$ cat src/rtl/fifo_sync.sv
// Single-clock FIFO with occupancy count, almost-full/almost-empty flags and FWFT or registered read.
// Define FIFO_SYNC_ERR_EN to add sticky overflow/underflow flags cleared by err_clr.
module fifo_sync #(
  parameter int    DATASIZE     = 8,
  parameter int    ADDRSIZE     = 4,
  parameter string FALLTHROUGH  = "TRUE",
  parameter int    AFULL_LEVEL  = (2**ADDRSIZE) - 2,
  parameter int    AEMPTY_LEVEL = 2
) (
  input  logic                clk,
  input  logic                rst,
  input  logic                wen,
  input  logic [DATASIZE-1:0] wdata,
  output logic                full,
  output logic                afull,
  input  logic                ren,
  output logic [DATASIZE-1:0] rdata,
  output logic                rvalid,
  output logic                empty,
  output logic                aempty,
  output logic [ADDRSIZE:0]   count
`ifdef FIFO_SYNC_ERR_EN
  ,
  input  logic                err_clr,
  output logic                overflow,
  output logic                underflow
`endif
);

  localparam int                DEPTH     = 2**ADDRSIZE;
  localparam logic [ADDRSIZE:0] DepthCnt  = (ADDRSIZE+1)'(DEPTH);
  localparam logic [ADDRSIZE:0] AfullCnt  = (ADDRSIZE+1)'(AFULL_LEVEL);
  localparam logic [ADDRSIZE:0] AemptyCnt = (ADDRSIZE+1)'(AEMPTY_LEVEL);
  localparam bit                IsFwft    = (FALLTHROUGH == "TRUE");

  logic [DATASIZE-1:0] mem [DEPTH];

  logic [ADDRSIZE-1:0] wptr_q, wptr_d;
  logic [ADDRSIZE-1:0] rptr_q, rptr_d;
  logic [ADDRSIZE:0]   count_q, count_d;
  logic                wAccept, rAccept;

  // All status flags decode the count registered at the start of the cycle,
  // so a same-cycle read never makes room for a write (and vice versa).
  assign full    = (count_q == DepthCnt);
  assign empty   = (count_q == '0);
  assign afull   = (count_q >= AfullCnt);
  assign aempty  = (count_q <= AemptyCnt);
  assign count   = count_q;
  assign wAccept = wen && !full;
  assign rAccept = ren && !empty;

  always_comb begin
    wptr_d  = wptr_q;
    rptr_d  = rptr_q;
    count_d = count_q;
    if (wAccept) wptr_d = wptr_q + ADDRSIZE'(1);
    if (rAccept) rptr_d = rptr_q + ADDRSIZE'(1);
    if (wAccept && !rAccept) begin
      count_d = count_q + (ADDRSIZE+1)'(1);
    end else if (rAccept && !wAccept) begin
      count_d = count_q - (ADDRSIZE+1)'(1);
    end
  end

  always_ff @(posedge clk) begin
    if (rst) begin
      wptr_q  <= '0;
      rptr_q  <= '0;
      count_q <= '0;
    end else begin
      wptr_q  <= wptr_d;
      rptr_q  <= rptr_d;
      count_q <= count_d;
    end
  end

  // Storage is deliberately not reset; the pointers alone define what is valid.
  always_ff @(posedge clk) begin
    if (wAccept && !rst) mem[wptr_q] <= wdata;
  end

  if (IsFwft) begin : g_fwft
    assign rdata  = empty ? '0 : mem[rptr_q];
    assign rvalid = !empty;
  end else begin : g_reg
    logic [DATASIZE-1:0] rdata_q, rdata_d;
    logic                rvalid_q, rvalid_d;

    always_comb begin
      rdata_d  = rdata_q;
      rvalid_d = rAccept;
      if (rAccept) rdata_d = mem[rptr_q];
    end

    always_ff @(posedge clk) begin
      if (rst) begin
        rdata_q  <= '0;
        rvalid_q <= 1'b0;
      end else begin
        rdata_q  <= rdata_d;
        rvalid_q <= rvalid_d;
      end
    end

    assign rdata  = rdata_q;
    assign rvalid = rvalid_q;
  end

`ifdef FIFO_SYNC_ERR_EN
  logic overflow_q, underflow_q;

  // A new error in the same cycle as err_clr keeps the flag set.
  always_ff @(posedge clk) begin
    if (rst) begin
      overflow_q  <= 1'b0;
      underflow_q <= 1'b0;
    end else begin
      if (wen && full) overflow_q <= 1'b1;
      else if (err_clr) overflow_q <= 1'b0;
      if (ren && empty) underflow_q <= 1'b1;
      else if (err_clr) underflow_q <= 1'b0;
    end
  end

  assign overflow  = overflow_q;
  assign underflow = underflow_q;
`endif

endmodule

$ cat config.mk
export PLATFORM = sky130hd
export DESIGN_NAME = fifo_sync
export DESIGN_NICKNAME = d
export VERILOG_FILES = /design/src/rtl/fifo_sync.sv
export SDC_FILE = /design/constraint.sdc
export NUM_CORES = 1
export LEC_CHECK = 0
export BUFFER_PORTS_ARGS = -buffer_cell sky130_fd_sc_hd__buf_2
export CAP_MARGIN = 10
export CORE_ASPECT_RATIO = 0.7
export CORE_UTILIZATION = 35
export CTS_CLUSTER_SIZE = 12
export DETAILED_ROUTE_END_ITERATION = 6
export SLEW_MARGIN = 20
export SYNTH_ARGS = -nofsm -noshare
export SYNTH_HDL_FRONTEND = slang
export SYNTH_SLANG_ARGS = --single-unit
$ cat constraint.sdc
create_clock -name clk -period 3.3 [get_ports clk]
set_clock_uncertainty 0.1 [all_clocks]
set_input_delay 0.33 -clock clk [delete_from_list [all_inputs] [get_ports clk]]
set_output_delay 0.33 -clock clk [all_outputs]
set_load 0.005 [all_outputs]
### Yosys cells after proc, flatten, opt, wreduce, memory -nomap -nowiden

Memories as Yosys holds them, arrays and structs flattened. A register that Yosys moved wholly into a read port is not among the register bits.
Cells that the tools add are included.

* add/subtract/negate cells: 4
* order comparisons: 2
* eq/ne operators: 1
* muxes and demuxes: 7
* reductions and logical operators: 12

Operators with widths (number)
* $mux 5: 2
* $add 4x1->4 const B: 2
* $mux 4: 2
* $mux 8: 1
* $add 5x1->5 const B: 1
* $eq 5x5->1 const B: 1
* $ge 5x4->1 const B: 1
* $le 5x2->1 const B: 1
* $logic_and 1x1->1: 5
* $logic_not 1->1: 5
* $logic_not 5->1: 1
* $sub 5x1->5 const B: 1
* $mux 1: 2
* $reduce_bool 2->1: 1

* register bits after elaboration: 13
* RAM bits: 128
* input port bits: 12
* output and inout port bits: 18
* word-level logic and storage cells: 30
* memories kept: 1

Memories
* mem: words 16, width 8, read ports 1, clocked after Yosys merged registers in 1, write ports 1, RTL line 36 `logic [DATASIZE-1:0] mem [DEPTH];`

### Longest topological paths before layout

* word-level depth: 7
* depth in mapped cells: 11
* gate-level depth less buffers: 9

### Worst setup path after synthesis

No wires, ideal clock.

* path kind: register to register
* from: register count_q[1], in the netlist count[1]
* to: register count_q[4], in the netlist count[4]
* setup time: 0.121 ns
* data arrival time: 2.636 ns
* data required time: 3.079 ns
* path slack: 0.443 ns
* cell stages (with the launch flop): 11
* buffers on the path: 1
* period minus slack after synthesis: 2.857 ns
* cell sequence: dfxtp_1 or4_4 o21a_1 buf_6 ha_1 inv_1 ha_1 a21oi_1 a211oi_1 a31oi_1 mux2_2

* word-level cells in the longest chain between the ends: 6
* elaborated cells on any way between the ends: 15
* classes of those cells: add/sub (2); eq/ne (1); mux (2); reduce/logical (10)

RTL lines
* from (decl): RTL line 40 `logic [ADDRSIZE:0] count_q, count_d;`
* from (signal assigned): RTL line 74 `count_q <= count_d;`
* $eq 5x5->1 *: RTL line 45 `assign full = (count_q == DepthCnt);`
* $logic_not 1->1 *: RTL line 50 `assign wAccept = wen && !full;`
* $logic_and 1x1->1 *: RTL line 50
* net wAccept: RTL line 41 `logic wAccept, rAccept;`
* $logic_not 1->1: RTL line 61 `end else if (rAccept && !wAccept) begin`
* $logic_and 1x1->1: RTL line 61
* $reduce_bool 2->1 (no source line)

The timed path passes the listed nets; every way through them passes the cells marked *. The select of a mux whose other input is x is not followed.
A chain may end at the register's enable or synchronous reset.

==> run_results.csv <==
group,metric,value,unit
critical_path,cp_data_required_time,2870,ps
critical_path,end_kind,"primary output",
job,drv_cap,0,
sta,post-route-period-util,89.4,%
synthesis,async_flop_share,0,%
synthesis,synth_area_leaders,"edfxtp_1, mux4_2, dfxtp_1",
sta,fin_ws,350,ps
sta,slew_headroom,35.7,%
clocking,cts_max_path_buffers,2,
critical_path,max_stage_delay,790,ps
sta,setup_violations,0,
clocking,cts_root_buffer,"clkbuf_16",
synthesis,synth_compound_area_share,3.81,%
route,routed_wl,11500,um
grt,use_met2,21.5,%
grt,antenna_found_initial,0,
grt,top_usage_layer,"met1",
grt,use_met3,4.42,%
clocking,clk_latency,410,ps
die,ios,30,
synthesis,synth_ff_type,"edfxtp_1",
synthesis,ys.warnings.count,0,
synthesis,ys_seq_area_share,71.3,%
synthesis,syn-cell-area,0.00587,sq mm
sta,tightest_slew,961,ps
die,start_util,35.9,%
synthesis,syn_nets,344,
synthesis,synth_edf_count,128,
die,core,0.0163,sq mm
clocking,post_cts_buffers,0,
grt,met1_usage,21.7,%
synthesis,synth_xor_area_share,1.04,%
place,hpwlAfterDp,7290,um
clocking,numClockSinks,145,
die,dieArea,0.0173,sq mm
clocking,clk_pin_slew,60,ps
die,die_h,110,um
route,via_per_inst,4.97,
power,peakVddDrop,0.408,mV
sta,fmax,339,MHz
sta,grt_setup_unrepaired,"no",
grt,grt_max_degree,33,
final_layout,nets,386,
place,place.gp.congestion,0.777,
clocking,cts_inserted_buffers,17,
critical_path,critical-path-top-cell-by-count,"a211oi_1",
synthesis,ys_seq_elements,145,
synthesis,synth_common_cells,"edfxtp_1, nor2_1, mux4_2",
synthesis,synthMuxAreaShare,14.3,%
final_layout,diodes,0,
critical_path,cp_max_fo,14,
power,powerDensity,761,mW/mm^2
grt,grt_pass1_wl,18100,um
critical_path,critical_path_class,"flip-flop to primary output",
sta,drv_slew,0,
place,io_buffers,29,
sta,hold_viol,0,
worst_hold_path,min_path_type,"input pin to flip-flop",
power,power.leakage,2.26,nW
place,pre_cts_ws,408,ps
sta,fin_setup_tns,0,ps
clocking,h-tree-depth,4,
synthesis,synth_most_common_cell,"edfxtp_1",
route,drc,0,
route,wl_per_cell,19.1,um
synthesis,synth_top_area_cell,"edfxtp_1",
final_layout,drive_gt1_share,28.9,%
clocking,cts_tree,"done",
grt,grt_pass1_vias,3049,
run_status,status,"finished, final reports clean",
die,die_w,157,um
final_layout,n_fill_cell,1436,
final_layout,final_core_util,42.2,%
grt,grt-ovfl-total,0,
critical_path,cp-start-kind,"flip-flop",
grt,grt_usage,14.9,%
power,power,5.25,mW
final_layout,area_growth,17.5,%
route,drtPass1Iterations,5,
critical_path,cp_cell_sequence,"mux4_2 > nor2b_1 > a211oi_1 > a211oi_1 > buf_2",
clocking,ctsHoldBuffers,0,
synthesis,syn_area_per_cell,18.2,sq um
synthesis,synth_top_family_by_area,"multiplexers",
sta,period_needed,2950,ps
route,dr.first_iter.drc_count,298,
route,ant_nets,0,
synthesis,synth.top_cell.area_share,65.5,%
die,num_rows,39,
critical_path,crit_slowest_cell,"dfxtp_1",
clocking,post_cts_resized,0,
synthesis,synth_cell_types,38,
route,vias,2990,
synthesis,yosys.area_share.simple,5.31,%
synthesis,synthCells,322,
critical_path,arrival,2520,ps
synthesis,synthAdderAreaFrac,2.26,%
per-stage QoR:
stage                     hold slack [ps]  instances  cell area (sq um)
after floorplan                       329        322               5870
after global placement                419        570               6300
after detailed placement              416        570               6300
after CTS                             189        602               6900
after global routing                  196        602               6900
final                                 203        602               6900
state kept, by name, summed over array words and instances, names as in the netlist, named ones only:
signal / cells
mem: 128
count: 5
wptr_q: 4
rptr_q: 4
layer usage:
layer  part of all wire [%]  vias up
li1                       -     1367
met4                   0.71        0
met1                     49     1522
met2                     43       93
met5                      0        -
met3                    6.5        8
area by class of cell:
type | count | area (sq um) | area share [%]
clock buffers | 19 | 433 | 6.27
clock inverters | 13 | 161 | 2.34
inverters | 5 | 18.8 | 0.272
multi-input cells | 154 | 1570 | 22.8
flip-flops and latches | 145 | 4190 | 60.7
well taps | 225 | 282 | 4.08
repair buffers | 41 | 248 | 3.59
worst paths after layout:
kind,cells after the start,slack [ps],endpoint,start
worst max-delay path,5,350,rdata[0],flip-flop
worst min-delay path,1,200,mem[6][0]$_DFFE_PP_,wdata[0]
worst max register to register,9,350,count[4]$_SDFFE_PP0P_,count[2]$_SDFFE_PP0P_
worst min register to register,2,440,rptr_q[3]$_SDFFE_PP0P_,rptr_q[3]$_SDFFE_PP0P_
worst max-delay path, delay by kind of cell (launching register included):
kind | cells | cell delay [ps]
and+or+nand+nor | 1 | 130
buffers and inverters | 1 | 220
DFF | 1 | 790
muxes | 1 | 330
AOI/OAI and AO/OA | 2 | 620
report_power, final:
group	total, mW	leakage (nW)	internal (mW)	switching, mW
combinational	1.19	0.683	0.565	0.628
sequential	2.14	1.29	2.07	0.0696
clock	1.91	0.281	1.19	0.725
total	5.25	2.26	3.83	1.42
layout by cell type (no fill, tap or decap), types with 2 or more instances in the layout:
master / netlist / layout
clkinv_2: 0 / 2
inv_6: 0 / 2
or3_1: 3 / 3
ha_1: 9 / 9
mux4_2: 32 / 32
buf_4: 2 / 11
inv_1: 5 / 5
clkinvlp_4: 0 / 3
clkinv_4: 0 / 2
edfxtp_1: 128 / 128
nor2b_1: 9 / 9
clkbuf_16: 0 / 17
nand3_1: 3 / 3
a211oi_1: 17 / 17
nand2_1: 7 / 7
mux2i_1: 11 / 11
buf_2: 6 / 29
nor2_1: 34 / 34
xnor2_1: 2 / 2
clkbuf_1: 7 / 2
dfxtp_1: 17 / 16
xor2_1: 5 / 5
bufinv_16: 0 / 3
a21oi_1: 4 / 4
cells by family (layout without fill, tap and decap cells):
| logic type | Yosys count | in the layout |
|---|---|---|
| mux | 44 | 44 |
| compound gates | 29 | 29 |
| xor+xnor | 7 | 7 |
| simple gates | 64 | 64 |
| buf+inv | 23 | 78 |
| flops | 145 | 145 |
| fa+ha+maj | 10 | 10 |
Power figures use the tool's default switching activity.
